File: src/rtl/ifetch_queue_if.sv
// ifetch_queue_if: redirect, instruction-SRAM and decode-side signals of the fetch queue
interface ifetch_queue_if;
    logic        redirect_valid;
    logic [31:0] redirect_pc;
    logic        inst_sram_req;
    logic [31:0] inst_sram_addr;
    logic        inst_sram_addr_ok;
    logic        inst_sram_data_ok;
    logic [31:0] inst_sram_rdata;
    logic        out_valid;
    logic        out_ready;
    logic [31:0] out_pc;
    logic [31:0] out_inst;
    logic        out_ex;
    logic [5:0]  out_ecode;
    modport master (
        input  redirect_valid, redirect_pc, inst_sram_addr_ok, inst_sram_data_ok, inst_sram_rdata, out_ready,
        output inst_sram_req, inst_sram_addr, out_valid, out_pc, out_inst, out_ex, out_ecode
    );
    modport slave (
        output redirect_valid, redirect_pc, inst_sram_addr_ok, inst_sram_data_ok, inst_sram_rdata, out_ready,
        input  inst_sram_req, inst_sram_addr, out_valid, out_pc, out_inst, out_ex, out_ecode
    );
endinterface

File: src/rtl/ifetch_queue.sv
// ifetch_queue: in-order fetch queue with redirect discard accounting; IFQ_ADEF_CHECK_EN turns misaligned pcs into exception entries
module ifetch_queue #(
    parameter int          DEPTH    = 4,
    parameter logic [31:0] RESET_PC = 32'h1c000000,
    parameter int          CNT_W    = $clog2(DEPTH) + 1
) (
    input logic            clk,
    input logic            rstn,
    ifetch_queue_if.master bus
);
    localparam int IW = $clog2(DEPTH);
    localparam logic [CNT_W-1:0] DEPTH_C = CNT_W'(DEPTH);
    logic [31:0]      pc_q, pc_d;
    logic [CNT_W-1:0] alloc_q, alloc_d, fill_q, fill_d, head_q, head_d;
    logic [CNT_W-1:0] discard_cnt_q, discard_cnt_d;
    logic             live_q, live_d, stop_q, stop_d;
    logic [31:0]      ent_pc_q [DEPTH];
    logic [31:0]      ent_pc_d [DEPTH];
    logic [31:0]      ent_inst_q [DEPTH];
    logic [31:0]      ent_inst_d [DEPTH];
    logic [DEPTH-1:0] ent_fill_q, ent_fill_d, ent_ex_q, ent_ex_d;
    logic [CNT_W-1:0] occ, outst;
    logic [IW-1:0]    ai, fi, hi;
    logic             adef, can_alloc, req, rsp, pop;
    assign ai = alloc_q[IW-1:0];
    assign fi = fill_q[IW-1:0];
    assign hi = head_q[IW-1:0];
`ifdef IFQ_ADEF_CHECK_EN
    assign adef = pc_q[1:0] != 2'b00;
`else
    assign adef = 1'b0;
`endif
    // The unanswered-request count includes pending discards, which keeps it within DEPTH.
    always_comb begin
        occ       = alloc_q - head_q;
        outst     = alloc_q - fill_q - CNT_W'(stop_q);
        can_alloc = live_q && !bus.redirect_valid && !stop_q && (occ + discard_cnt_q < DEPTH_C);
        req       = can_alloc && !adef;
        rsp       = bus.inst_sram_data_ok && (discard_cnt_q != '0 || outst != '0);
        pop       = bus.out_valid && bus.out_ready && !bus.redirect_valid;
        bus.inst_sram_req  = rstn && req;
        bus.inst_sram_addr = pc_q;
        bus.out_valid      = rstn && ent_fill_q[hi];
        bus.out_pc         = ent_pc_q[hi];
        bus.out_inst       = ent_inst_q[hi];
        bus.out_ex         = bus.out_valid && ent_ex_q[hi];
        bus.out_ecode      = bus.out_ex ? 6'h08 : 6'h00;
    end
    always_comb begin
        pc_d          = pc_q;
        alloc_d       = alloc_q;
        fill_d        = fill_q;
        head_d        = head_q;
        discard_cnt_d = discard_cnt_q;
        live_d        = 1'b1;
        stop_d        = stop_q;
        ent_pc_d      = ent_pc_q;
        ent_inst_d    = ent_inst_q;
        ent_fill_d    = ent_fill_q;
        ent_ex_d      = ent_ex_q;
        if ((req && bus.inst_sram_addr_ok) || (can_alloc && adef)) begin
            ent_pc_d[ai]   = pc_q;
            ent_inst_d[ai] = '0;
            ent_ex_d[ai]   = adef;
            ent_fill_d[ai] = adef;
            alloc_d        = alloc_q + 1'b1;
            pc_d           = adef ? pc_q : pc_q + 32'd4;
            stop_d         = adef;
        end
        if (rsp && discard_cnt_q != '0) begin
            discard_cnt_d = discard_cnt_q - 1'b1;
        end else if (rsp) begin
            ent_inst_d[fi] = bus.inst_sram_rdata;
            ent_fill_d[fi] = 1'b1;
            fill_d         = fill_q + 1'b1;
        end
        if (pop) begin
            ent_fill_d[hi] = 1'b0;
            head_d         = head_q + 1'b1;
        end
        // A response in the redirect cycle is counted as discarded rather than written.
        if (bus.redirect_valid) begin
            pc_d          = bus.redirect_pc;
            alloc_d       = '0;
            fill_d        = '0;
            head_d        = '0;
            ent_fill_d    = '0;
            stop_d        = 1'b0;
            discard_cnt_d = discard_cnt_q + outst - CNT_W'(rsp);
        end
    end
    always_ff @(posedge clk) begin
        if (!rstn) begin
            pc_q          <= RESET_PC;
            alloc_q       <= '0;
            fill_q        <= '0;
            head_q        <= '0;
            discard_cnt_q <= '0;
            live_q        <= 1'b0;
            stop_q        <= 1'b0;
            ent_fill_q    <= '0;
            ent_ex_q      <= '0;
        end else begin
            pc_q          <= pc_d;
            alloc_q       <= alloc_d;
            fill_q        <= fill_d;
            head_q        <= head_d;
            discard_cnt_q <= discard_cnt_d;
            live_q        <= live_d;
            stop_q        <= stop_d;
            ent_fill_q    <= ent_fill_d;
            ent_ex_q      <= ent_ex_d;
        end
    end
    always_ff @(posedge clk) begin
        ent_pc_q   <= ent_pc_d;
        ent_inst_q <= ent_inst_d;
    end
endmodule
File: src/flat_wrapper.sv
// flat-port wrapper written by rule: the top's interface ports become plain ports
module ifetch_queue_flat 
#(
    parameter int          DEPTH    = 4,
    parameter logic [31:0] RESET_PC = 32'h1c000000,
    parameter int          CNT_W    = $clog2(DEPTH) + 1
)
  (clk, rstn, bus_redirect_valid, bus_redirect_pc, bus_inst_sram_addr_ok, bus_inst_sram_data_ok, bus_inst_sram_rdata, bus_out_ready, bus_inst_sram_req, bus_inst_sram_addr, bus_out_valid, bus_out_pc, bus_out_inst, bus_out_ex, bus_out_ecode);
  ifetch_queue_if bus_i ();
  input logic clk;
  input logic rstn;
  input wire logic [$bits(bus_i.redirect_valid)-1:0] bus_redirect_valid;
  input wire logic [$bits(bus_i.redirect_pc)-1:0] bus_redirect_pc;
  input wire logic [$bits(bus_i.inst_sram_addr_ok)-1:0] bus_inst_sram_addr_ok;
  input wire logic [$bits(bus_i.inst_sram_data_ok)-1:0] bus_inst_sram_data_ok;
  input wire logic [$bits(bus_i.inst_sram_rdata)-1:0] bus_inst_sram_rdata;
  input wire logic [$bits(bus_i.out_ready)-1:0] bus_out_ready;
  output wire logic [$bits(bus_i.inst_sram_req)-1:0] bus_inst_sram_req;
  output wire logic [$bits(bus_i.inst_sram_addr)-1:0] bus_inst_sram_addr;
  output wire logic [$bits(bus_i.out_valid)-1:0] bus_out_valid;
  output wire logic [$bits(bus_i.out_pc)-1:0] bus_out_pc;
  output wire logic [$bits(bus_i.out_inst)-1:0] bus_out_inst;
  output wire logic [$bits(bus_i.out_ex)-1:0] bus_out_ex;
  output wire logic [$bits(bus_i.out_ecode)-1:0] bus_out_ecode;
  assign bus_i.redirect_valid = bus_redirect_valid;
  assign bus_i.redirect_pc = bus_redirect_pc;
  assign bus_i.inst_sram_addr_ok = bus_inst_sram_addr_ok;
  assign bus_i.inst_sram_data_ok = bus_inst_sram_data_ok;
  assign bus_i.inst_sram_rdata = bus_inst_sram_rdata;
  assign bus_i.out_ready = bus_out_ready;
  assign bus_inst_sram_req = bus_i.inst_sram_req;
  assign bus_inst_sram_addr = bus_i.inst_sram_addr;
  assign bus_out_valid = bus_i.out_valid;
  assign bus_out_pc = bus_i.out_pc;
  assign bus_out_inst = bus_i.out_inst;
  assign bus_out_ex = bus_i.out_ex;
  assign bus_out_ecode = bus_i.out_ecode;
  ifetch_queue #(.DEPTH(DEPTH), .RESET_PC(RESET_PC), .CNT_W(CNT_W)) u_core (.clk(clk), .rstn(rstn), .bus(bus_i));
endmodule
File: config.mk
export PLATFORM = sky130hd
export DESIGN_NAME = ifetch_queue_flat
export DESIGN_NICKNAME = d
export VERILOG_FILES = /design/src/rtl/ifetch_queue_if.sv /design/src/rtl/ifetch_queue.sv /design/src/flat_wrapper.sv
export SDC_FILE = /design/constraint.sdc
export NUM_CORES = 1
export LEC_CHECK = 0
export ABC_AREA = 1
export CAP_MARGIN = 20
export CORE_ASPECT_RATIO = 0.75
export CORE_MARGIN = 2
export CORE_UTILIZATION = 50
export DETAILED_ROUTE_END_ITERATION = 10
export PLACE_DENSITY = 0.76
export SYNTH_ARGS = -nofsm -noshare
export SYNTH_HDL_FRONTEND = slang
export SYNTH_SLANG_ARGS = --single-unit
File: constraint.sdc
create_clock -name clk -period 3.57 [get_ports clk]
set_clock_uncertainty 0.05 [all_clocks]
set_input_delay 0.714 -clock clk [delete_from_list [all_inputs] [get_ports clk]]
set_output_delay 0.714 -clock clk [all_outputs]
set_load 0.005 [all_outputs]
Word-level counts from Yosys, hierarchy flattened. Cells that the tools add are included.

Register bits after elaboration: 309. Bits in latches: 0. RAM bits: 0. Bits in read-only memories: 0. Bits of input ports: 70. Output and inout port bits: 105. Logic and storage cells: 109. Memories: 0.

$add $sub $neg: 10. $mul: 0. Divide/modulo/power cells: 0. Magnitude comparators: 12. Equality and inequality tests: 0. Shift operators: 0. Multiplexer cells: 35. Bitwise logic cells: 13. Reduce and logical (&&, ||, !) cells: 23.

Operator list (count): 128-bit 2-to-1 mux (3); 128-bit bitwise mux (2); 32-bit 2-to-1 mux (8); 128-bit AND (1); 32-bit binary-select mux with 2-bit select (2); 32-bit demux with 2-bit select (2); 128-bit NOT (1); 32-bit by 3-bit adder with 32-bit output, second input constant (1); 4-bit 2-to-1 mux (5); 1-bit logical AND (15); 4-bit AND (3); 3-bit by 1-bit adder with 3-bit output, second input constant (3); 3-bit >= comparator, second input constant (3); 2-bit by 3-bit < comparator with 1-bit output, second input constant (3); 2-bit NOT with 3-bit output (3); 4-bit NOT (2); 3-bit adder (2); 1-bit demux with 2-bit select (3); 2-bit by 1-bit >= comparator with 1-bit output, second input constant (3); 3-bit by 1-bit < comparator with 1-bit output, second input constant (2); 1-bit 2-to-1 mux (6); 3-bit 2-to-1 mux (2); 3-bit nonzero test (2); 3-bit subtractor (2); 11 further kinds (14).

Longest topological paths before layout.
Depth after elaboration: 12. Depth in mapped cells: 19. Depth with buffers taken out: 19.

Least setup slack after synthesis. OpenSTA, ideal clock, no wires.

Kind: register -> register. Start point: reg u_core.alloc_q[0]. End point: reg u_core.discard_cnt_q[2]. Library setup time: 0.109 ns. Arrival: 3.246 ns. Required time: 3.411 ns. Setup slack: 0.165 ns. Cell stages (with the launch flop): 20. Period minus slack after synthesis: 3.405 ns. Path through: dfxtp_1 > inv_1 > ha_1 > fa_1 > xor2_2 > xor2_2 > nand2_4 > o21ai_0 > inv_1 > ha_1 > inv_1 > ha_1 > fa_1 > xnor2_1 > xor2_1 > or2b_1 > nand3_1 > nand3_1 > nand2_1 > inv_1.

Longest elaborated chain between the ends: 6. Elaborated cells between the ends (all ways): 9. Classes of those cells: 3 x add/sub; 1 x mux; 5 x reduce/logical.

Ends and longest elaborated chain: start, declared (RTL line ifetch_queue.sv:14) `logic [CNT_W-1:0] alloc_q, alloc_d, fill_q, fill_d, head_q, head_d;`; start signal, assigned (RTL line ifetch_queue.sv:105) `alloc_q <= alloc_d;`; 3-bit subtractor (*) (RTL line ifetch_queue.sv:36) `outst = alloc_q - fill_q - CNT_W'(stop_q);`; branches (longest 5 deep; another with 3-bit adder); end signal, assigned (RTL line ifetch_queue.sv:108) `discard_cnt_q <= discard_cnt_d;`; end, declared (RTL line ifetch_queue.sv:15) `logic [CNT_W-1:0] discard_cnt_q, discard_cnt_d;`.

Every way passes the cells marked *. A chain may end at the register's enable or synchronous reset.

Worst setup path in the final report. Ends and elaborated chain as after synthesis.

==> metrics.yaml <==
outcome:
  run_status: "completed"
sta:
  slew_violations: 0
  max_freq_mhz: 291
  post-route-worst-setup-slack_ps: 138
  hold_vio_cnt_final: 0
  rsz_0062_raised_after_global_routing: "yes"
  finalCritPeriodShare_pct: 96.1
  finalSetupTns_ps: 0
  hold_slack_ps: 406
  setup_violators_final: 0
  worst_pin_slew_ps: 856
  finalCriticalPeriod_ps: 3430
  maxSlewHeadroom_pct: 42.9
worst_hold_path:
  holdCritPathClass: "register to register"
  worst_hold_startpoint: "u_core.ent_ex_q[3]"
flow_run:
  max_cap_violations: 0
setup_path:
  timing_worst_setup_path_type: "register to register"
  crit_end: "u_core.discard_cnt_q[2]"
  timing.critical_path.to_type: "register"
  cp_most_frequent_cell: "sky130_fd_sc_hd__inv_1"
  cp-startpoint: "u_core.alloc_q[0]"
  cp_top_family: "adder cells"
  critical-path-slowest-cell: "sky130_fd_sc_hd__fa_1"
  worstPathRequired_ps: 3980
  worst-path-max-fanout: 3
  worst_reg2reg_path_depth: 19
  critical_path_arrival_ps: 3840
  cp_cell_sequence: "inv_1 > ha_1 > fa_2 > xor2_2 > xor2_2 > nand2_4 > o21ai_1 > inv_1 > ha_1 > inv_1 > ha_1 > fa_1 > xnor2_1 > xor2_1 > or2b_1 > nand3_1 > nand3_1 > nand2_1 > inv_1"
  setup.reg_to_reg.worst_slack_ps: 140
  critical_path.reg2reg.endpoint: "u_core.discard_cnt_q[2]"
  worst-path-stages: 19
  critical_path_buffers_and_inverters: 4
  crit-reg2reg-launch: "u_core.alloc_q[0]"
  critical-path-max-stage-delay_ps: 380
  start_kind: "register"
routing:
  total_via_count_in_the_routed_design: 11600
  drt_iter0_markers: 1184
  drt-wirelength-per-cell_um: 17.6
  wirelength_um: 37200
  avgViaCountPerCell: 5.49
  antenna_left: 0
  drcViolationCount: 0
  drt_first_pass_iters: 5
logic_synthesis:
  share_of_cell_area_taken_by_muxes_after_synthesis_pct: 0
  synth-async-reset-ratio_pct: 0
  synth_flop_cell: "sky130_fd_sc_hd__dfxtp_1"
  synth_adder_area_share_pct: 2.21
  synth_xor_area_share_pct: 1.06
  dominant_combinational_cell_family_by_area_after_synthesis: "simple AND/OR/NAND/NOR gates"
  netlist-cell-type-count: 47
  synthesized_area_fraction_occupied_by_and_or_nand_nor_cells_pct: 22.2
  yosysWarningCount: 0
  area_fraction_in_compound_gates_after_synthesis_pct: 15.9
  top_cell_type_by_total_area_after_synthesis: "sky130_fd_sc_hd__edfxtp_1"
  ys_ff_latch: 309
  post_synthesis_instance_area_sq_um: 14600
  netlist_top_cells_area: "sky130_fd_sc_hd__edfxtp_1, sky130_fd_sc_hd__dfxtp_1, sky130_fd_sc_hd__nand3_2"
  synth_largest_type_area_fraction_pct: 26.3
  synth_edf_count: 128
  synthCells: 1570
  ys_seq_area_share_pct: 51.0
  mean_area_per_synthesized_cell_sq_um: 9.32
die:
  fp.coreArea_sq_um: 28900
  floorplan.die_area_sq_um: 30700
  initial_utilization_pct: 50.6
  row_count: 54
  io-pin-count: 175
  die_width_um: 202
  dieHeight_um: 152
placed_design:
  worst_setup_slack_after_placement_ps: 24.1
  gp_congestion: 0.888
  detailed_place_hpwl_um: 23400
  dp_cells: 2056
  portBuffers: 169
finish:
  final_net_count: 1794
  most_frequent_standard_cell_in_the_layout_excluding_fill_and_tap_cells: "sky130_fd_sc_hd__nor2_1"
  most-common-layout-cells: "sky130_fd_sc_hd__nor2_1, sky130_fd_sc_hd__nand2_1, sky130_fd_sc_hd__dfxtp_1"
  area_growth_pct: 20.1
  final_layout_size_suffix_gt1_share_pct: 17.2
  finish.cell_count_without_fillers: 2117
  n_antenna_cell: 0
clock_tree:
  worst_skew_pair.late_latency_ps: 560
  numCtsBuffers: 31
  cts_tree: "built"
  deepest_clock_path_buffer_count: 3
  cts.clk_slew.worst_paths_ps: 60
  htree_levels: 1
  ctsHoldBuffers: 0
  clock-root-buffer: "sky130_fd_sc_hd__clkbuf_16"
  sink_count: 309
global_route:
  grt_overflow_total: 0
  grt_first_pass_wirelength_um: 59600
  pin_count_of_the_biggest_net_entering_global_routing: 68
  grt_antenna_before_repair: 0
  grt_pass1_vias: 11100
  gr-usage-all-layers_pct: 23.8
power_and_ir_drop:
  irDropWorstVdd_mv: 0.397
  totalPowerFinal_mw: 8.68
  power_density_nw_per_um2: 494
  static-leakage-power_nw: 6.40
[worst min-delay path by stage]
stage | endpoint | slack (ps) | cells past startpoint
2_1_floorplan | u_core.ent_ex_q[1] | 380 | 2
3_3_place_gp | u_core.ent_ex_q[3] | 390 | 2
3_5_place_dp | u_core.ent_ex_q[1] | 390 | 2
4_1_cts | u_core.ent_ex_q[3] | 410 | 2
5_1_grt | u_core.ent_ex_q[3] | 410 | 2
6_report | u_core.ent_ex_q[3] | 410 | 2
[state kept, by name, indices dropped and copies added, names as in the netlist]
signal                     count
u_core.ent_fill_q              4
u_core.head_q                  3
u_core.discard_cnt_q           3
u_core.alloc_q                 3
u_core.ent_pc_q              128
u_core.ent_inst_q            128
u_core.live_q                  1
u_core.ent_ex_q                4
u_core.fill_q                  3
u_core.bus.inst_sram_addr     32
[repair_timing]
action                     CTS  global route
setup endpoints to repair    2             5
setup buffers                2             1
gates resized for setup      3             8
pin swaps                    2             3
[synth_stat cells (21+ instances only)]
cell type,count
sky130_fd_sc_hd__a21oi_1,34
sky130_fd_sc_hd__buf_2,22
sky130_fd_sc_hd__clkbuf_1,47
sky130_fd_sc_hd__dfxtp_1,181
sky130_fd_sc_hd__edfxtp_1,128
sky130_fd_sc_hd__ha_1,21
sky130_fd_sc_hd__inv_1,95
sky130_fd_sc_hd__nand2_1,188
sky130_fd_sc_hd__nand3_1,94
sky130_fd_sc_hd__nand3_2,92
sky130_fd_sc_hd__nor2_1,191
sky130_fd_sc_hd__o21ai_0,170
sky130_fd_sc_hd__o21ai_1,54
sky130_fd_sc_hd__o21ai_2,60
sky130_fd_sc_hd__o22ai_1,64
[cells by family (layout without fill, tap and decap cells)]
| logic type | after synthesis | count (layout) |
|---|---|---|
| xor+xnor | 16 | 16 |
| buf+inv | 214 | 365 |
| compound gates | 395 | 395 |
| fa+ha+maj | 24 | 24 |
| other cells | 1 | 5 |
| simple gates | 611 | 611 |
| flops | 309 | 309 |
[per-stage QoR]
step                utilization, %  area, sq um
global placement              56.9        16500
floorplan                        -        14600
finish                        60.8        17600
global route                  60.8        17600
CTS                           60.7        17600
detailed placement            56.9        16500
[layout make-up]
cell class                      instances  area [sq um]
Inverter                              103           390
Sequential cell                       309          7470
Fill cell                            2460         11300
Clock buffer                           34           787
Tap cell                              392           490
Multi-Input combinational cell       1051          6090
Clock inverter                         24           292
Timing Repair Buffer                  204          2040
[power breakdown]
group | switching (mW) | internal (mW) | leakage [nW]
Combinational | 0.584 | 0.625 | 3.29
Sequential | 0.172 | 3.87 | 2.61
Clock | 1.40 | 2.03 | 0.505
[metal layers]
metal  GRT usage, %  part of all wire, %  up-vias  wire length (um)
li1               -                    -     5643                 -
met3           3.10                  6.6       67              2470
met4           5.67                  2.2        0               828
met5              0                    0        -                 0
met1           35.3                   46     5521             17100
met2           37.2                   45      388             16800
[worst reg2reg max path, stage by stage, from the launching register on]
cell                      delay, ps
sky130_fd_sc_hd__dfxtp_2        350
sky130_fd_sc_hd__inv_1           60
sky130_fd_sc_hd__ha_1           190
sky130_fd_sc_hd__fa_2           370
sky130_fd_sc_hd__xor2_2         210
sky130_fd_sc_hd__xor2_2         220
sky130_fd_sc_hd__nand2_4         70
sky130_fd_sc_hd__o21ai_1        110
sky130_fd_sc_hd__inv_1           60
sky130_fd_sc_hd__ha_1           270
sky130_fd_sc_hd__inv_1           40
sky130_fd_sc_hd__ha_1           180
sky130_fd_sc_hd__fa_1           380
sky130_fd_sc_hd__xnor2_1        150
sky130_fd_sc_hd__xor2_1         160
sky130_fd_sc_hd__or2b_1         240
sky130_fd_sc_hd__nand3_1         70
sky130_fd_sc_hd__nand3_1         70
sky130_fd_sc_hd__nand2_1         60
sky130_fd_sc_hd__inv_1           30
Power figures use the tool's default switching activity.
